### config.mk
export PLATFORM = sky130hd
export DESIGN_NAME = hilo_pair_reg
export DESIGN_NICKNAME = d
export VERILOG_FILES = /design/src/rtl/hilo_pkg.sv /design/src/rtl/hilo_field_reg.sv /design/src/rtl/hilo_pair_reg.sv
export SDC_FILE = /design/constraint.sdc
export NUM_CORES = 1
export LEC_CHECK = 0
export BUFFER_PORTS_ARGS = -buffer_cell sky130_fd_sc_hd__buf_4
export CAP_MARGIN = 10
export CORE_UTILIZATION = 50
export CTS_CLUSTER_DIAMETER = 120
export DETAILED_ROUTE_END_ITERATION = 12
export GPL_TIMING_DRIVEN = 0
export HOLD_SLACK_MARGIN = 0.05
export PLACE_DENSITY_LB_ADDON = 0.08
export SLEW_MARGIN = 20
export SYNTH_ARGS = -nofsm -noshare
export SYNTH_HDL_FRONTEND = slang
export SYNTH_SLANG_ARGS = --single-unit
### constraint.sdc
create_clock -name clk -period 2.6 [get_ports clk]
set_clock_uncertainty 0.2 [all_clocks]
set_input_delay 0.39 -clock clk [delete_from_list [all_inputs] [get_ports clk]]
set_output_delay 0.39 -clock clk [all_outputs]
set_load 0.02 [all_outputs]
### src/rtl/hilo_pkg.sv
// hilo_pkg: shared definitions for the HI/LO register pair.
//   hilo_state_e - FSM state encodings (IDLE/BUSY/DRAIN)
//   hilo_cnt_w   - width of the BUSY/DRAIN watchdog counter for a given TIMEOUT
package hilo_pkg;

  typedef enum logic [1:0] {
    HILO_IDLE  = 2'd0,
    HILO_BUSY  = 2'd1,
    HILO_DRAIN = 2'd2
  } hilo_state_e;

  // Counter only has to reach TIMEOUT-1; keep at least one bit.
  function automatic int hilo_cnt_w(input int timeout);
    return (timeout <= 2) ? 1 : $clog2(timeout);
  endfunction

endpackage

### src/rtl/hilo_field_reg.sv
// hilo_field_reg: one architectural word (HI or LO).
//   clk, resetn  clock, async active-low reset (clears q)
//   squashn      0 = ignore wr_en this cycle
//   wr_en        mthi/mtlo write of wr_data
//   res_en       arithmetic result load of res_data (not subject to squash)
//   q            current register value
module hilo_field_reg #(
  parameter int WIDTH = 32
) (
  input  logic             clk,
  input  logic             resetn,
  input  logic             squashn,
  input  logic             wr_en,
  input  logic [WIDTH-1:0] wr_data,
  input  logic             res_en,
  input  logic [WIDTH-1:0] res_data,
  output logic [WIDTH-1:0] q
);

  // res_en and wr_en are mutually exclusive in the parent (BUSY vs IDLE);
  // result takes priority only as a tie-break.
  always_ff @(posedge clk or negedge resetn) begin
    if (!resetn) begin
      q <= '0;
    end else if (res_en) begin
      q <= res_data;
    end else if (wr_en && squashn) begin
      q <= wr_data;
    end
  end

endmodule

### src/rtl/hilo_pair_reg.sv
// hilo_pair_reg: HI/LO register pair for the multiply/divide path.
//   Tracks one in-flight mul/div op, stalls dependent accesses, discards
//   results of flushed ops and aborts via a watchdog if a result never comes.
// Optional feature: define HILO_FWD_EN to bypass a completing result
//   straight to rd_data so a read in the completion cycle does not stall.
// Ports:
//   clk, resetn        clock, async active-low reset
//   squashn            0 = squash wr_hi_en/wr_lo_en/issue_en this cycle
//   flush              cancel the in-flight op
//   issue_en           mul/div op issued
//   wr_hi_en/wr_lo_en  mthi/mtlo of wr_data
//   res_valid          result strobe with res_hi/res_lo
//   rd_en, rd_sel      mfhi/mflo request, 0 = LO, 1 = HI
//   rd_data            selected register (combinational)
//   stall              hold requester (combinational)
//   busy               op outstanding (registered)
//   err                sticky watchdog-abort flag
module hilo_pair_reg
  import hilo_pkg::*;
#(
  parameter int WIDTH   = 32,
  parameter int TIMEOUT = 64
) (
  input  logic             clk,
  input  logic             resetn,
  input  logic             squashn,
  input  logic             flush,
  input  logic             issue_en,
  input  logic             wr_hi_en,
  input  logic             wr_lo_en,
  input  logic [WIDTH-1:0] wr_data,
  input  logic             res_valid,
  input  logic [WIDTH-1:0] res_hi,
  input  logic [WIDTH-1:0] res_lo,
  input  logic             rd_en,
  input  logic             rd_sel,
  output logic [WIDTH-1:0] rd_data,
  output logic             stall,
  output logic             busy,
  output logic             err
);

  localparam int          CW       = hilo_cnt_w(TIMEOUT);
  localparam logic [CW-1:0] CNT_LAST = CW'(TIMEOUT - 1);

  hilo_state_e    state;
  logic [CW-1:0]  count;
  logic [WIDTH-1:0] hi_q;
  logic [WIDTH-1:0] lo_q;

  logic idle;
  logic res_load;
  logic fwd_hit;
  logic wd_expire;

  assign idle      = (state == HILO_IDLE);
  assign res_load  = (state == HILO_BUSY) && res_valid && !flush;
  assign wd_expire = !idle && (count == CNT_LAST);

`ifdef HILO_FWD_EN
  assign fwd_hit = res_load;
`else
  assign fwd_hit = 1'b0;
`endif

  // Non-IDLE requests are held off; a read alone may pass when the
  // completing result can be bypassed.
  always_comb begin
    stall = 1'b0;
    if (!idle && squashn) begin
      stall = (rd_en && !fwd_hit) || wr_hi_en || wr_lo_en || issue_en;
    end
  end

  always_comb begin
    rd_data = rd_sel ? hi_q : lo_q;
    if (fwd_hit) begin
      rd_data = rd_sel ? res_hi : res_lo;
    end
  end

  // mthi/mtlo only take effect in IDLE; outside IDLE they are stalled.
  hilo_field_reg #(.WIDTH(WIDTH)) u_hi (
    .clk      (clk),
    .resetn   (resetn),
    .squashn  (squashn),
    .wr_en    (wr_hi_en && idle),
    .wr_data  (wr_data),
    .res_en   (res_load),
    .res_data (res_hi),
    .q        (hi_q)
  );

  hilo_field_reg #(.WIDTH(WIDTH)) u_lo (
    .clk      (clk),
    .resetn   (resetn),
    .squashn  (squashn),
    .wr_en    (wr_lo_en && idle),
    .wr_data  (wr_data),
    .res_en   (res_load),
    .res_data (res_lo),
    .q        (lo_q)
  );

  // A result arriving on the watchdog's last cycle is still applied (the
  // data path above does not look at the watchdog); err is set regardless.
  always_ff @(posedge clk or negedge resetn) begin
    if (!resetn) begin
      state <= HILO_IDLE;
      count <= '0;
      busy  <= 1'b0;
      err   <= 1'b0;
    end else begin
      if (wd_expire) begin
        err <= 1'b1;
      end
      case (state)
        HILO_IDLE: begin
          if (issue_en && squashn) begin
            state <= HILO_BUSY;
            count <= '0;
            busy  <= 1'b1;
          end
        end
        HILO_BUSY: begin
          if (res_valid || wd_expire) begin
            state <= HILO_IDLE;
            busy  <= 1'b0;
          end else if (flush) begin
            state <= HILO_DRAIN;
            count <= '0;
          end else begin
            count <= count + 1'b1;
          end
        end
        HILO_DRAIN: begin
          if (res_valid || wd_expire) begin
            state <= HILO_IDLE;
            busy  <= 1'b0;
          end else begin
            count <= count + 1'b1;
          end
        end
        default: begin
          state <= HILO_IDLE;
          busy  <= 1'b0;
        end
      endcase
    end
  end

endmodule

Word-level counts from Yosys, hierarchy flattened
Index checks and enable logic that the tools add are counted.
Operators by class
  reductions and logical operators: 23
  muxes and demuxes: 19
  equal/unequal tests: 9
  add/sub/neg operators: 1
Operators with widths (number)
  2-to-1 mux 32 bit: 5
  2-to-1 mux 6 bit: 4
  case mux 6 bit (3 select lines): 1
  logical AND 1 bit: 9
  2-to-1 mux 2 bit: 4
  adder 6 x 1 -> 6 bit (second input constant): 1
  == test 6 bit (second input constant): 1
  inequality test 2 bit (second input constant): 3
  case mux 2 bit (3 select lines): 1
  logical OR 1 bit: 4
  inequality test 2 x 1 -> 1 bit (second input constant): 2
  AND reduction 4 bit: 1
  nonzero test 2 bit: 2
  2-to-1 mux 1 bit: 3
  inequality test 3 x 2 -> 1 bit (second input constant): 1
  AND reduction 3 bit: 1
  nonzero test 3 bit: 1
  == test 2 x 1 -> 1 bit (second input constant): 1
  == test 2 bit (second input constant): 1
  zero test 1 bit: 2
  zero test 2 bit: 1
  case mux 1 bit (2 select lines): 1
  AND reduction 2 bit: 1
  OR reduction 2 bit: 1
Word-level totals
  logic and storage cells: 58
  flip-flop bits (word level): 74
  output and inout port bits: 35

Depth between registers and ports, before layout
Gate-level depths: netlist (run 1).
  depth in word-level cells: 6
  depth in mapped cells: 7

Hierarchy
Synthesis (run 1) repeated with hierarchy kept, for this count alone.
Second synthesis, totals
  cell total of the unflattened synthesis: 466
  area, all modules: 4982.3 um^2
Modules (own cells, without submodules)
  hilo_field_reg: cells an instance 182, instances 2, area each 1960.6 um^2
  hilo_pair_reg: cells an instance 102, instances 1, area each 1061.0 um^2

Worst setup path after synthesis (run 1)
No wires, ideal clock.
  path kind: reg2reg
  start: register state[0]
  end: register state[0]
  slack: 0.734 ns
  required time: 2.272 ns
  arrival time: 1.538 ns
  period minus slack after synthesis: 1.866 ns
  path buffers: 0
  cell stages (with the launch flop): 6
  cell sequence: dfrtp_1 -> inv_1 -> ha_1 -> o31a_4 -> a21oi_2 -> mux2_1
On the way
  longest elaborated chain between the ends: 6
  elaborated cells between the ends (all ways): 12
RTL lines
  from (decl): line hilo_pair_reg.sv:46  | hilo_state_e state;
  from (signal assigned): line hilo_pair_reg.sv:109  | state <= HILO_IDLE;
  from (signal assigned): line hilo_pair_reg.sv:120  | state <= HILO_BUSY;
  from (signal assigned): line hilo_pair_reg.sv:127  | state <= HILO_IDLE;
  zero test 2 bit *: line hilo_pair_reg.sv:56  | assign idle = (state == HILO_IDLE);
  net idle: line hilo_pair_reg.sv:51  | logic idle;
  zero test 1 bit: line hilo_pair_reg.sv:58  | assign wd_expire = !idle && (count == CNT_LAST);
  logical AND 1 bit: line hilo_pair_reg.sv:58
  logical OR 1 bit: line hilo_pair_reg.sv:126, hilo_pair_reg.sv:137
  inequality test 3 x 2 -> 1 bit (no source line) (tied with other cells)
  AND reduction 3 bit (no source line) or case mux 2 bit (3 select lines) (tied branches)
The timed path passes the listed nets; every way through them passes the cells marked *.
A chain may end at the register's enable or synchronous reset.

Worst setup path in the final report (run 1)
  start: register state[0]
  end: register u_hi.q[16]
On the way
  longest elaborated chain between the ends: 4
  elaborated cells between the ends (all ways): 8
RTL lines
  zero test 2 bit: line hilo_pair_reg.sv:56
  net idle: line hilo_pair_reg.sv:51
  logical AND 1 bit: line hilo_pair_reg.sv:87  | .wr_en (wr_hi_en && idle),
  logical AND 1 bit: line hilo_field_reg.sv:27  | end else if (wr_en && squashn) begin
  nonzero test 2 bit (no source line)
  to (signal assigned): line hilo_field_reg.sv:26  | q <= res_data;
  to (signal assigned): line hilo_field_reg.sv:28  | q <= wr_data;
  to (decl): line hilo_field_reg.sv:17  | output logic [WIDTH-1:0] q
The timed path passes the listed nets, and every way through them passes these cells.

==> summary.txt, run 1 <==
Cells and area
  – Number of fillers in the final layout: 627
  – Proportion of layout cells with a drive suffix above 1: a little under two fifths
  – ANT cells: 0
  – Layout-stage area growth over the synthesis result: 35.4%
  – Number of nets in the final layout: 645

Synthesis
  – Sequential element share of the synthesized area: around 47%
  – Count of flip-flops with a built-in enable after synthesis: 0
  – Largest family of logic cells by synthesized area: multiplexers
  – Largest area contributor in the synthesized netlist: dfrtp_1
  – Area fraction of the dominant cell type after synthesis: 46.9%
  – Post-Synthesis Mean Instance Area: 10.3 um^2
  – Most common library cells after synthesis: dfrtp_1, nor2_1, a21oi_1, mux2i_1, mux2_2
  – Compound-gate portion of the synthesized area: 12.0%
  – Synthesis warning total: 0
  – Area of the mapped netlist: 3950 um^2
  – Most repeated cell in the gate-level netlist after synthesis: dfrtp_1
  – XOR/XNOR share of the synthesized area: 0%
  – Number of distinct library cells after synthesis: 33
  – Cell types with the largest area share after synthesis: dfrtp_1, mux2i_1, mux2_2
  – Mux cell area share after synthesis: 26.1%
  – Area share of fa/ha/maj cells after synthesis: under 10%
  – Post-synthesis instance total: 382
  – Post-synthesis net count: 494
  – Simple-gate area share of the yosys netlist: 9.70%
  – Synth Flop Type: dfrtp_1
  – Ys async rst share: 100%
  – Register bit total from synthesis: 74

Worst setup path
  – Endpoint of the worst-slack reg-to-reg timing path: u_hi.q[16]$_DFFE_PN0P_
  – Max Fanout on Critical Path: 10
  – Worst setup SP type: flop
  – Type of the worst setup path: reg2reg
  – Critical Path End Type: flop
  – Reg2reg path depth: 7
  – CP startpoint: state[0]$_DFFE_PN0P_
  – Endpoint required time on the critical path: 2.64 ns
  – Capturing element of the worst setup path: u_hi.q[16]$_DFFE_PN0P_
  – Critical register-to-register path startpoint: state[0]$_DFFE_PN0P_
  – Critical path data arrival time: 2.29 ns
  – Worst-case register-to-register setup slack: 0.35 ns

CTS
  – CTS tree: done
  – Clock buffers created by TritonCTS: 9
  – Number of buffers inserted to repair setup after CTS: 0
  – Hold-fix buffers at CTS: 1
  – Cell at the root of the clock tree: clkbuf_8
  – Latest clock arrival within the worst-skew pair: 0.34 ns
  – Worst-path clk slew: around 0.08 ns
  – Clock sink total: between 70 and 80
  – CTS Buffer Depth: 2
  – CTS-repair resized insts: 0
  – CTS HTree Levels: 3

Hold path
  – Hold/Removal Path Class: in2reg
  – Hold path start: res_hi[28]

STA
  – Final number of max-transition violations: 0
  – Transition time at the pin with the least slew margin: 0.916 ns
  – Worst rel slew slack: 38.9%
  – Hold violation total from the final report: 0
  – Share of the clock period used by the worst path: 86.6%
  – Setup repair after global routing missed its margin: false
  – Achievable Freq: 0.444 GHz
  – Final worst path period need: around 2.3 ns
  – Sum of negative setup slack: 0 ns
  – Number of endpoints failing setup at the final stage: 0

Route
  – WL/cell: approximately 16 um
  – Via density: about 5.4
  – Detailed Route Iter0 Violations: 96
  – Via count: 3426
  – Remaining design rule violation count: 0
  – Count of TritonRoute iterations in the first routing pass: 4
  – Number of routed nets with antenna violations: 0
  – Total wire length after detailed routing: about 10000 um

Global routing
  – GRT Overall Usage: 25.2%
  – Largest net degree at the start of global routing: 75
  – Global-route wire length before repair: 16600 um
  – Vias in the first global route: 3511
  – Antenna violations before repair: 0
  – Overflow left after global routing: 0

Job
  – Reported max-cap violation count: 0

Place
  – Post-detailed-placement half-perimeter wirelength: 7220 um
  – Number of input and output port buffers inserted: 139
  – Routability congestion estimate from global placement: 0.811

Die
  – DIE WIDTH: 90.9 um
  – Placement row count: 32
  – Height of the chip: 90.9 um
  – Core area: 7690 um^2
  – Full die area: between 8000 and 9000 um^2
  – Number of placed I/O pins: 141
  – Starting utilization of the core area: between 50% and 60%

Power and ir drop
  – P_leak: 2.76 nW
  – Power after layout: 5.41 mW
  – PD cells: 1010 nW/um^2
  – Peak ir drop on the vdd network: 443 uV

Run status
  – Run status: complete, no violations
flip-flops by register name, indices dropped and copies added, names as in the netlist:
name,flops
u_hi.q,32
err,1
u_lo.q,32
count,6
busy,1
state,2
per-layer routing:
metal	up-vias	track usage, %	share of wire [%]
met4	0	8.33	0.82
met1	1651	34.2	45
met5	-	0	0
li1	1648	-	-
met2	121	41.7	50
met3	6	3.70	4.6
how the worst min path moves through the flow:
stage,endpoint,depth (start not counted)
2_1_floorplan,busy$_DFFE_PN0P_,0
3_3_place_gp,err$_DFFE_PN0P_,1
3_5_place_dp,err$_DFFE_PN0P_,1
4_1_cts,u_hi.q[28]$_DFFE_PN0P_,3
5_1_grt,u_lo.q[27]$_DFFE_PN0P_,3
6_report,u_hi.q[28]$_DFFE_PN0P_,3
cell usage in the layout, fill, tap and decap left out, drive strengths merged, types with 2 or more instances in the layout:
cell type / synthesis / layout
buf: 10 / 149
dfrtp: 74 / 74
nor2: 69 / 69
a21oi: 67 / 67
mux2i: 66 / 66
mux2: 33 / 33
clkbuf: 13 / 23
nand2: 7 / 7
ha: 6 / 6
nand3: 6 / 6
inv: 5 / 5
clkinv: 0 / 4
o21ai: 3 / 3
a41oi: 3 / 3
a31oi: 3 / 3
nand2b: 2 / 2
nor3: 2 / 2
bufinv: 0 / 2
o21a: 2 / 2
area by class of cell:
cell class / instances / area [um^2] / area share, %
sequential: 74 / 1850 / 34.6
clock inverter: 6 / 80.1 / 1.50
clock buffer: 10 / 138 / 2.57
multi-input combinational: 280 / 1960 / 36.7
buffer: 23 / 114 / 2.13
timing repair buffer: 140 / 1050 / 19.7
inverter: 5 / 18.8 / 0.351
tap: 102 / 128 / 2.39
where the power goes:
part / internal, mW / switching [mW]
sequential: 1.66 / 0.263
clock: 0.560 / 0.418
combinational: 1.13 / 1.38
kinds of logic (layout without fill, tap and decap cells):
| family | count (synthesis) | in the layout |
|---|---|---|
| AND/OR/NAND/NOR | 92 | 92 |
| adder cells (fa/ha/maj) | 6 | 6 |
| multiplexers | 99 | 99 |
| buffers and inverters | 28 | 184 |
| flip-flops | 74 | 74 |
| AO/OA/AOI/OAI | 83 | 83 |
worst max-delay path, stage by stage (launching register included):
cell	delay [ns]
dfrtp_1	0.42
inv_1	0.12
ha_1	0.30
nand3_1	0.12
nand2_1	0.30
clkbuf_1	0.43
nor2_1	0.09
a21oi_1	0.18
stage by stage:
step | hold WS (ns) | area (um^2) | std cells | setup WS [ns] | utilization [%]
floorplan | -0.106 | 3950 | 382 | 0.734 | -
global placement | 0.256 | 5120 | 623 | 0.431 | 66.6
detailed placement | 0.260 | 5120 | 623 | 0.370 | 66.6
CTS | 0.137 | 5350 | 640 | 0.315 | 69.5
global route | 0.153 | 5350 | 640 | 0.104 | 69.5
finish | 0.145 | 5350 | 640 | 0.349 | 69.5
No activity file was read; power rests on OpenSTA's default activity.
==> inputs of run 2 (changes only) <==
--- a/config.mk
+++ b/config.mk
@@ -10,6 +10,7 @@
 export CORE_UTILIZATION = 50
 export CTS_CLUSTER_DIAMETER = 120
 export DETAILED_ROUTE_END_ITERATION = 12
+export GPL_ROUTABILITY_DRIVEN = 0
 export GPL_TIMING_DRIVEN = 0
 export HOLD_SLACK_MARGIN = 0.05
 export PLACE_DENSITY_LB_ADDON = 0.08
==> constraint.sdc (replaced) <==
create_clock -name clk -period 2.6 [get_ports clk]
set_clock_uncertainty 0.2 [all_clocks]
set_input_delay 0.52 -clock clk [delete_from_list [all_inputs] [get_ports clk]]
set_output_delay 0.52 -clock clk [all_outputs]
set_load 0.02 [all_outputs]
==> summary.txt, run 2 (synthesis gave the netlist of run 1 again) <==
STA
  – Setup repair after global routing missed its margin: false
  – Final worst path period need: about 2.3 ns
  – Hold violation total from the final report: 0
  – Sum of negative setup slack: 0 ns
  – Transition time at the pin with the least slew margin: 0.914 ns
  – Achievable Freq: 0.426 GHz
  – Number of endpoints failing setup at the final stage: 0
  – Share of the clock period used by the worst path: 90.3%
  – Worst hold slack across all endpoints: roughly 0.10 ns
  – Final number of max-transition violations: 0
  – Final worst slack: 0.253 ns
  – Worst rel slew slack: 39.1%

Worst setup path
  – Crit-path cells: clkbuf_1 > buf_2 > mux2_2 > buf_4
  – Largest incremental delay on the critical path: 0.39 ns
  – WP depth: 4
  – Critical path data arrival time: 1.63 ns
  – Worst setup SP type: primary input
  – Max Fanout on Critical Path: 10
  – Type of the worst setup path: in2out
  – Family with the most delay on the worst path: buffers and inverters
  – Reg2reg path depth: 7
  – Critical Path End Type: output port
  – Endpoint required time on the critical path: 1.88 ns
  – Cell with the largest stage delay on the worst path: mux2_2
  – Critical path buffers and inverters: 3

Global routing
  – Vias in the first global route: ~3500
  – Overflow left after global routing: 0
  – Met2 Track Usage GR: 41.7%
  – Layer carrying the most global-route usage: met2
  – GR Util met1: about a third
  – GR Util met3: 3.70%
  – Largest net degree at the start of global routing: 75
  – Global-route wire length before repair: around 17000 um
  – GRT Overall Usage: 25.2%
  – Antenna violations before repair: 0

CTS
  – Clock buffers created by TritonCTS: 9
  – CTS-repair resized insts: 0
  – CTS tree: done
  – Worst-path clk slew: approximately 0.08 ns
  – Clock sink total: 74
  – Hold-fix buffers at CTS: 0
  – Number of buffers inserted to repair setup after CTS: 0
  – Latest clock arrival within the worst-skew pair: between 0.3 and 0.4 ns
  – CTS Buffer Depth: 2
  – CTS HTree Levels: 3
  – Cell at the root of the clock tree: clkbuf_8

Route
  – Detailed Route Iter0 Violations: 100
  – WL/cell: about 16 um
  – Count of TritonRoute iterations in the first routing pass: 4
  – Via density: 5.38
  – Number of routed nets with antenna violations: 0
  – Total wire length after detailed routing: 10200 um
  – Via count: 3439
  – Remaining design rule violation count: 0

Place
  – Post-placement worst setup slack: between 0.2 and 0.3 ns
  – Post-detailed-placement half-perimeter wirelength: 7220 um
  – Number of input and output port buffers inserted: 139
  – Post-placement cell area: 5120 um^2

Hold path
  – Hold/Removal Path Class: in2async

Run status
  – Run status: complete, no violations

Cells and area
  – Area of all placed cells without fillers: roughly 5300 um^2
  – Number of nets in the final layout: 644
  – Layout-stage area growth over the synthesis result: 35.2%
  – ANT cells: 0
  – Commonest non-fill, non-tap cells in the layout: buf_4, dfrtp_1, nor2_1
  – Most common cell after layout, fill and taps aside: buf_4
  – Biggest regs: u_hi.q (32), u_lo.q (32), count (6)
  – Proportion of layout cells with a drive suffix above 1: 37.2%

Power and ir drop
  – Power after layout: 5.41 mW
  – Peak ir drop on the vdd network: ~440 uV
  – P_leak: 2.75 nW
  – PD cells: between 1000 and 1500 nW/um^2

Die
  – Placement row count: 32
  – Starting utilization of the core area: 51.4%
  – DIE WIDTH: 90.9 um
  – Core area: between 7000 and 8000 um^2
  – Full die area: 8250 um^2
  – Height of the chip: between 90 and 100 um
  – Number of placed I/O pins: approximately 140

Job
  – Reported max-cap violation count: 0
run 2: changes by cell type in the layout (fill, tap and decap cells not counted):
cell,previous run,this run
dlygate4sd3_1,1,0
run 2: worst paths after layout:
check	start	endpoint	slack (ns)
worst max register to register	state[0]$_DFFE_PN0P_	u_hi.q[16]$_DFFE_PN0P_	0.36
worst min-delay path	resetn	u_hi.q[28]$_DFFE_PN0P_	0.10
worst min register to register	err$_DFFE_PN0P_	err$_DFFE_PN0P_	0.28
max in group asynchronous	resetn	u_hi.q[14]$_DFFE_PN0P_	1.50
worst max-delay path	rd_sel	rd_data[22]	0.25
min in group clk	res_hi[28]	u_hi.q[28]$_DFFE_PN0P_	0.27
run 2: power by group:
part / internal [mW] / switching (mW)
clock network: 0.560 / 0.419
registers: 1.66 / 0.263
logic: 1.13 / 1.38
run 2: per-layer routing:
metal / up-vias / routed length, um
met5: - / 0
met4: 0 / 111
met3: 9 / 506
met2: 111 / 5100
met1: 1668 / 4440
li1: 1651 / -
run 2: area by class of cell:
cell class | count | area (um^2)
plain buffers | 23 | 114
clock buffers | 10 | 138
clock inverters | 6 | 80.1
fillers | 628 | 2350
inverters | 5 | 18.8
multi-input cells | 280 | 1960
flip-flops and latches | 74 | 1850
well taps | 102 | 128
repair buffers | 139 | 1040
run 2: worst register-to-register path, cell delays in order, from the launching register on:
cell and delay [ns]:
dfrtp_1 0.42, inv_1 0.12, ha_1 0.30, nand3_1 0.12, nand2_1 0.29, clkbuf_1 0.44
nor2_1 0.09, a21oi_1 0.18
run 2: through the flow:
step	std cells	util [%]
floorplan	382	-
global placement	623	66.6
detailed placement	623	66.6
CTS	639	69.4
global route	639	69.4
finish	639	69.4
